$ cat src/rtl/mod_exp_ctrl_if.sv
// mod_exp_ctrl_if: start/done handshake between the exponentiation controller and a Montgomery multiplier
//   mm_x, mm_y : multiplier operands (controller -> multiplier), held stable while mm_start is high
//   mm_start   : operation request level (controller -> multiplier)
//   mm_z       : multiplier result x*y*R^-1 mod m (multiplier -> controller)
//   mm_done    : one-cycle completion pulse (multiplier -> controller)
interface mod_exp_ctrl_if #(
    parameter int W = 192
);
    logic [W-1:0] mm_x;
    logic [W-1:0] mm_y;
    logic [W-1:0] mm_z;
    logic         mm_start;
    logic         mm_done;
    modport master(output mm_x, mm_y, mm_start, input mm_z, mm_done);
    modport slave(input mm_x, mm_y, mm_start, output mm_z, mm_done);
endinterface

$ cat src/rtl/mod_exp_ctrl.sv
// mod_exp_ctrl: base^exp mod m by left-to-right square-and-multiply over an external Montgomery multiplier
//   clk, rst : clock, synchronous active-high reset
//   start    : one-cycle request, only honoured while idle
//   base, exp: operands, latched on start (base < m is the caller's obligation)
//   busy     : high from the cycle after start until the operation finishes (low during done)
//   done     : one-cycle pulse, result valid in the same cycle
//   result   : base^exp mod m, held until the next done
//   mm       : multiplier handshake (master side)
module mod_exp_ctrl #(
    parameter int           W  = 192,
    parameter int           EW = 192,
    parameter logic [W-1:0] R2 = 192'h000000000000000100000000000000020000000000000001
) (
    input  logic             clk,
    input  logic             rst,
    input  logic             start,
    input  logic [W-1:0]     base,
    input  logic [EW-1:0]    exp,
    output logic             busy,
    output logic             done,
    output logic [W-1:0]     result,
    mod_exp_ctrl_if.master   mm
);
    localparam int CW = $clog2(EW + 1);

    typedef enum logic [2:0] {IDLE, SCAN, ISSUE, GAP, DONE} state_t;
    typedef enum logic [1:0] {OP_TOM, OP_SQ, OP_MUL, OP_FROM} op_t;

    state_t        state, state_n;
    op_t           op, op_n;
    logic [W-1:0]  b_reg, b_n;
    logic [EW-1:0] e_reg, e_n;
    logic [CW-1:0] cnt, cnt_n;
    logic [W-1:0]  acc, acc_n;
    logic [W-1:0]  bm, bm_n;
    logic [W-1:0]  result_n;

    always_ff @(posedge clk) begin
        if (rst) begin
            state  <= IDLE;
            op     <= OP_TOM;
            b_reg  <= '0;
            e_reg  <= '0;
            cnt    <= '0;
            acc    <= '0;
            bm     <= '0;
            result <= '0;
        end else begin
            state  <= state_n;
            op     <= op_n;
            b_reg  <= b_n;
            e_reg  <= e_n;
            cnt    <= cnt_n;
            acc    <= acc_n;
            bm     <= bm_n;
            result <= result_n;
        end
    end

    assign busy        = state inside {SCAN, ISSUE, GAP};
    assign done        = state == DONE;
    assign mm.mm_start = state == ISSUE;
    assign mm.mm_x     = state != ISSUE ? '0 : op == OP_TOM ? b_reg : acc;
    assign mm.mm_y     = state != ISSUE ? '0 : op == OP_TOM ? R2 : op == OP_SQ ? acc : op == OP_MUL ? bm : W'(1);

    // cnt counts scanned leading zeros in SCAN, then the exponent bits still to consume
    always_comb begin
        state_n  = state;
        op_n     = op;
        b_n      = b_reg;
        e_n      = e_reg;
        cnt_n    = cnt;
        acc_n    = acc;
        bm_n     = bm;
        result_n = result;
        unique case (state)
            IDLE: if (start) begin
                b_n     = base;
                e_n     = exp;
                cnt_n   = '0;
                state_n = SCAN;
            end
            SCAN: if (e_reg[EW-1]) begin
                cnt_n   = CW'(EW - 1) - cnt;
                op_n    = OP_TOM;
                state_n = ISSUE;
            end else if (cnt == CW'(EW - 1)) begin
                result_n = W'(1);
                state_n  = DONE;
            end else begin
                e_n   = e_reg << 1;
                cnt_n = cnt + 1'b1;
            end
            ISSUE: if (mm.mm_done) begin
                state_n  = GAP;
                acc_n    = op == OP_FROM ? acc : mm.mm_z;
                bm_n     = op == OP_TOM ? mm.mm_z : bm;
                result_n = op == OP_FROM ? mm.mm_z : result;
            end
            // the gap cycle decides the next op; after a square the MSB already holds the freshly shifted bit
            GAP: begin
                state_n = op == OP_FROM ? DONE : ISSUE;
                if (op == OP_SQ && e_reg[EW-1]) op_n = OP_MUL;
                else if (op != OP_FROM && cnt == '0) op_n = OP_FROM;
                else if (op != OP_FROM) begin
                    op_n  = OP_SQ;
                    e_n   = e_reg << 1;
                    cnt_n = cnt - 1'b1;
                end
            end
            DONE: state_n = IDLE;
            default: state_n = IDLE;
        endcase
    end
endmodule

$ cat src/flat_wrapper.sv
// flat-port wrapper written by rule: the top's interface ports become plain ports
module mod_exp_ctrl_flat 
#(
    parameter int           W  = 192,
    parameter int           EW = 192,
    parameter logic [W-1:0] R2 = 192'h000000000000000100000000000000020000000000000001
)
  (clk, rst, start, base, exp, busy, done, result, mm_mm_x, mm_mm_y, mm_mm_start, mm_mm_z, mm_mm_done);
  mod_exp_ctrl_if #(.W(W)) mm_i ();
  input  logic clk;
  input  logic rst;
  input  logic start;
  input  logic [W-1:0] base;
  input  logic [EW-1:0] exp;
  output logic busy;
  output logic done;
  output logic [W-1:0] result;
  output wire logic [$bits(mm_i.mm_x)-1:0] mm_mm_x;
  output wire logic [$bits(mm_i.mm_y)-1:0] mm_mm_y;
  output wire logic [$bits(mm_i.mm_start)-1:0] mm_mm_start;
  input wire logic [$bits(mm_i.mm_z)-1:0] mm_mm_z;
  input wire logic [$bits(mm_i.mm_done)-1:0] mm_mm_done;
  assign mm_mm_x = mm_i.mm_x;
  assign mm_mm_y = mm_i.mm_y;
  assign mm_mm_start = mm_i.mm_start;
  assign mm_i.mm_z = mm_mm_z;
  assign mm_i.mm_done = mm_mm_done;
  mod_exp_ctrl #(.W(W), .EW(EW), .R2(R2)) u_core (.clk(clk), .rst(rst), .start(start), .base(base), .exp(exp), .busy(busy), .done(done), .result(result), .mm(mm_i));
endmodule
$ cat config.mk
export PLATFORM = sky130hd
export DESIGN_NAME = mod_exp_ctrl_flat
export DESIGN_NICKNAME = d
export VERILOG_FILES = /design/src/rtl/mod_exp_ctrl_if.sv /design/src/rtl/mod_exp_ctrl.sv /design/src/flat_wrapper.sv
export SDC_FILE = /design/constraint.sdc
export NUM_CORES = 2
export LEC_CHECK = 0
export BUFFER_PORTS_ARGS = -buffer_cell sky130_fd_sc_hd__buf_4
export CAP_MARGIN = 20
export CORE_AREA = 2 2 454 456
export DETAILED_ROUTE_END_ITERATION = 8
export DIE_AREA = 0 0 456 458
export SYNTH_ARGS = -nofsm -noshare
export SYNTH_HDL_FRONTEND = slang
export SYNTH_SLANG_ARGS = --single-unit
$ cat constraint.sdc
create_clock -name clk -period 2.3 [get_ports clk]
set_input_delay 0.115 -clock clk [delete_from_list [all_inputs] [get_ports clk]]
set_output_delay 0.115 -clock clk [all_outputs]
set_load 0.1 [all_outputs]
==> metrics.md <==
| Metric | Value |
|---|---|
| Worst slack at placement | `-104 ps` |
| Layer with the highest usage | `met2` |
| Overall Global Routing Usage | `between 20% and 30%` |
| Clock tree buffer depth | `3` |
| Worst clock skew | `about 38 ps` |
| Number of enable flip-flop cells after synthesis | `0` |
| Initial Utilization | `19.6%` |
| Data required time of the worst path | `2180 ps` |
| Filler cell count | `between 15000 and 20000` |
| First drt pass iteration count | `8` |
| Clock Pin Slew Worst Setup and Hold Paths | `70 ps` |
| Count of cell types in the netlist | `between 50 and 60` |
| Fin nets | `about 7700` |
| GP Congestion | `0.933` |
| Upper clock frequency limit | `around 360 MHz` |
| Commonest cells after routing, fill and taps aside | `1818 x sky130_fd_sc_hd__nand2_1, 966 x sky130_fd_sc_hd__dfxtp_1, 935 x sky130_fd_sc_hd__buf_4` |
| Critical Path Source Type | `flip-flop` |
| Synth Flop Type | `sky130_fd_sc_hd__dfxtp_1` |
| Area of the mapped netlist | `between 0.03 and 0.04 mm²` |
| Remaining routing DRC violations | `0` |
| Floorplan die height | `roughly 460 µm` |
| Startpoint of the most critical setup path | `u_core.state[2]` |
| Destination of the worst register-to-register timing path | `u_core.e_reg[130]` |
| Slew @ Worst Pin | `1080 ps` |
| GRT met2 Usage | `roughly 36%` |
| Number of global-route vias before repair | `between 40000 and 50000` |
| Row Count | `166` |
| Synthesized net count | `about 5800` |
| Data arrival time of the worst path | `2680 ps` |
| Termination of the worst setup path | `mm_mm_x[115]` |
| Max_slew headroom | `~28%` |
| Fraction of synthesis flops using an asynchronous set or reset pin | `0%` |
| Fraction of final layout cells sized beyond drive strength 1 | `~38%` |
| PnR Total Power | `48.2 mW` |
| IR Drop Worst-Case VDD | `around 730 µV` |
| Global routing met1 resource utilization | `25.4%` |
| Largest net degree at the start of global routing | `between 150 and 200` |
| Least setup slack across all paths after layout | `-498 ps` |
| Initial DRC count | `around 5100` |
| Latest clock arrival within the worst-skew pair | `about 800 ps` |
| Vias per inst | `roughly 5` |
| Number of antenna violations at the first check in global routing | `23` |
| CTS tree | `yes` |
| Status | `complete, but fails checks` |
| Worst hold margin | `around 100 ps` |
| Max Cap Violations | `0` |
| Global-route met3 utilization | `approximately 5.3%` |
| Failing checks | `setup timing` |
| Layout overhead on the synthesized area | `99.6%` |
| Kind of critical path | `reg2out` |
| Number of port buffers | `~1200` |
| # IOs | `1159` |
| Post-DR wirelength/cell | `roughly 26 µm` |
| LEAKAGE | `just under 30 nW` |
| Hold Fails Final Rpt | `0` |
| Post-detailed-routing wire length | `~260000 µm` |
| TritonCTS buffer count | `115` |
| Via count of the routed design | `50200` |
| Launch instance of the worst register-to-register path | `u_core.cnt[0]` |
| Slack of the worst reg-to-reg path | `-250 ps` |
| PwrDens | `605 mW/mm²` |
| Number of cells on the worst reg-to-reg path | `12` |
| Global-route wire length before repair | `roughly 340000 µm` |
| Post-detail-place hpwl | `~140000 µm` |
| RSZ-0062 raised after global routing | `true` |
| Final setup viols | `577` |
| Count of clock tree sinks | `973` |
| Hold/Removal Path Class | `in2reg` |
| Total congestion overflow | `0` |
| CTS Root Buffer Type | `sky130_fd_sc_hd__clkbuf_16` |
| Die ar. | `between 0.2 and 0.25 mm²` |
| Cell count after synthesis | `~5200` |
| Most common cell after layout, fill and taps aside | `sky130_fd_sc_hd__nand2_1` |
| Synthesis-stage register bit count | `between 900 and 1000` |
| Depth of the CTS H-tree | `3` |
| Warnings, synthesis | `0` |
| Worst-path fanout max | `8` |
| Die Width | `between 400 and 500 µm` |
| Time the final worst path needs with I/O delays and setup | `around 2800 ps` |
| Area of the core | `roughly 0.20 mm²` |
| Syn avg cell area | `approximately 7.6 µm²` |
| Kind of capture point of the worst setup path | `output port` |
| Final clock period utilization by the worst path | `122%` |
| Proportion of synthesized chip area in sequential cells | `between 40% and 50%` |
| Final antenna-violating net count | `0` |
| Number of pins exceeding their max-slew limit in the final report | `0` |
[routing by layer]
| metal | vias to the layer above | share of wire (%) |
|---|---|---|
| li1 | 21700 | - |
| met1 | 24200 | 37 |
| met2 | 3280 | 46 |
| met3 | 1021 | 9.0 |
| met4 | 4 | 7.9 |
| met5 | - | 0.013 |
[where the power goes]
| group | internal [mW] | switching [mW] | total [mW] | leakage [nW] |
|---|---|---|---|---|
| combinational | 4.60 | 5.42 | 10.0 | 18.9 |
| sequential | 17.7 | 0.619 | 18.3 | 7.92 |
| clock | 11.5 | 8.41 | 19.9 | 1.99 |
| total | 33.8 | 14.4 | 48.2 | 28.8 |
[worst min path at each step]
stage / start / end / cells after the start
3_5_place_dp: mm_mm_z[109] / u_core.result[109] / 2
5_1_grt: mm_mm_z[14] / u_core.result[14] / 3
6_report: mm_mm_z[170] / u_core.result[170] / 3
3_3_place_gp: mm_mm_z[103] / u_core.result[103] / 2
2_1_floorplan: mm_mm_z[100] / u_core.result[100] / 1
4_1_cts: mm_mm_z[14] / u_core.result[14] / 3
[cells by family after synthesis]
family,share of synthesized area (%)
adders and majority gates,0.125
xor gates and xnor gates,0.0439
muxes,0.0533
DFF,48.8
buffers and inverters,5.39
AOI/OAI and AO/OA,22.9
and+or+nand+nor,22.7
[critical path: stages, from the launching register on]
cell,delay [ps]
sky130_fd_sc_hd__dfxtp_2,320
sky130_fd_sc_hd__or3b_4,450
sky130_fd_sc_hd__buf_12,180
sky130_fd_sc_hd__buf_12,130
sky130_fd_sc_hd__buf_16,140
sky130_fd_sc_hd__buf_12,140
sky130_fd_sc_hd__buf_16,150
sky130_fd_sc_hd__a21oi_4,170
sky130_fd_sc_hd__buf_12,200
[synth_stat cells, drive strengths merged (2+ instances only)]
cell type | instances | area share (%)
a311oi | 190 | 4.6
nor2 | 405 | 3.8
a21oi | 781 | 9.8
nand3 | 8 | 0.10
nand2 | 1929 | 18
clkbuf | 371 | 3.5
dfxtp | 973 | 49
o31ai | 2 | 0.038
nor3b | 2 | 0.038
a221oi | 2 | 0.044
nor4b | 2 | 0.082
nand2b | 5 | 0.078
nor2b | 5 | 0.078
or2 | 2 | 0.031
o21ai | 7 | 0.088
buf | 107 | 1.8
a211oi | 2 | 0.069
a22o | 193 | 4.2
inv | 13 | 0.12
xnor2 | 2 | 0.044
nor4 | 3 | 0.063
and2 | 2 | 0.031
a22oi | 191 | 3.6
or3b | 2 | 0.050
nor3 | 8 | 0.10
a32o | 4 | 0.10
o32ai | 2 | 0.044
ha | 4 | 0.13
or3 | 2 | 0.031
a31oi | 2 | 0.031
[per-stage QoR]
stage               std cells  util, %  setup TNS [ps]  cell area (µm²)
CTS                      9825     36.4         -189940            74100
floorplan                5234        -         -171190            40900
global placement         8815     26.3          -54100            53500
finish                   9966     39.1         -136100            79700
detailed placement       8816     26.3           -5230            53500
global route             9960     39.1         -192750            79700
[area by class of cell]
class	instances	area, µm²	area share [%]
tap	2688	3360	4.22
clock buffer	161	3390	4.26
antenna	20	50.0	0.0628
clock inverter	49	672	0.843
timing repair buffer	2292	28700	36.1
inverter	13	53.8	0.0675
sequential	973	19500	24.5
multi-input combinational	3770	23900	30.0
[timing repair]
| item | 4_1_cts | 5_1_grt |
|---|---|---|
| buffers inserted | 120 | 98 |
| endpoints found under the setup margin | 536 | 712 |
| gates cloned | 101 | 65 |
| hold endpoints to repair | 968 | 0 |
| pin swaps | 137 | 287 |
| gates resized for setup | 1550 | 931 |
| hold buffers | 579 | 0 |
Note: power is estimated with default switching activity, not from simulation.
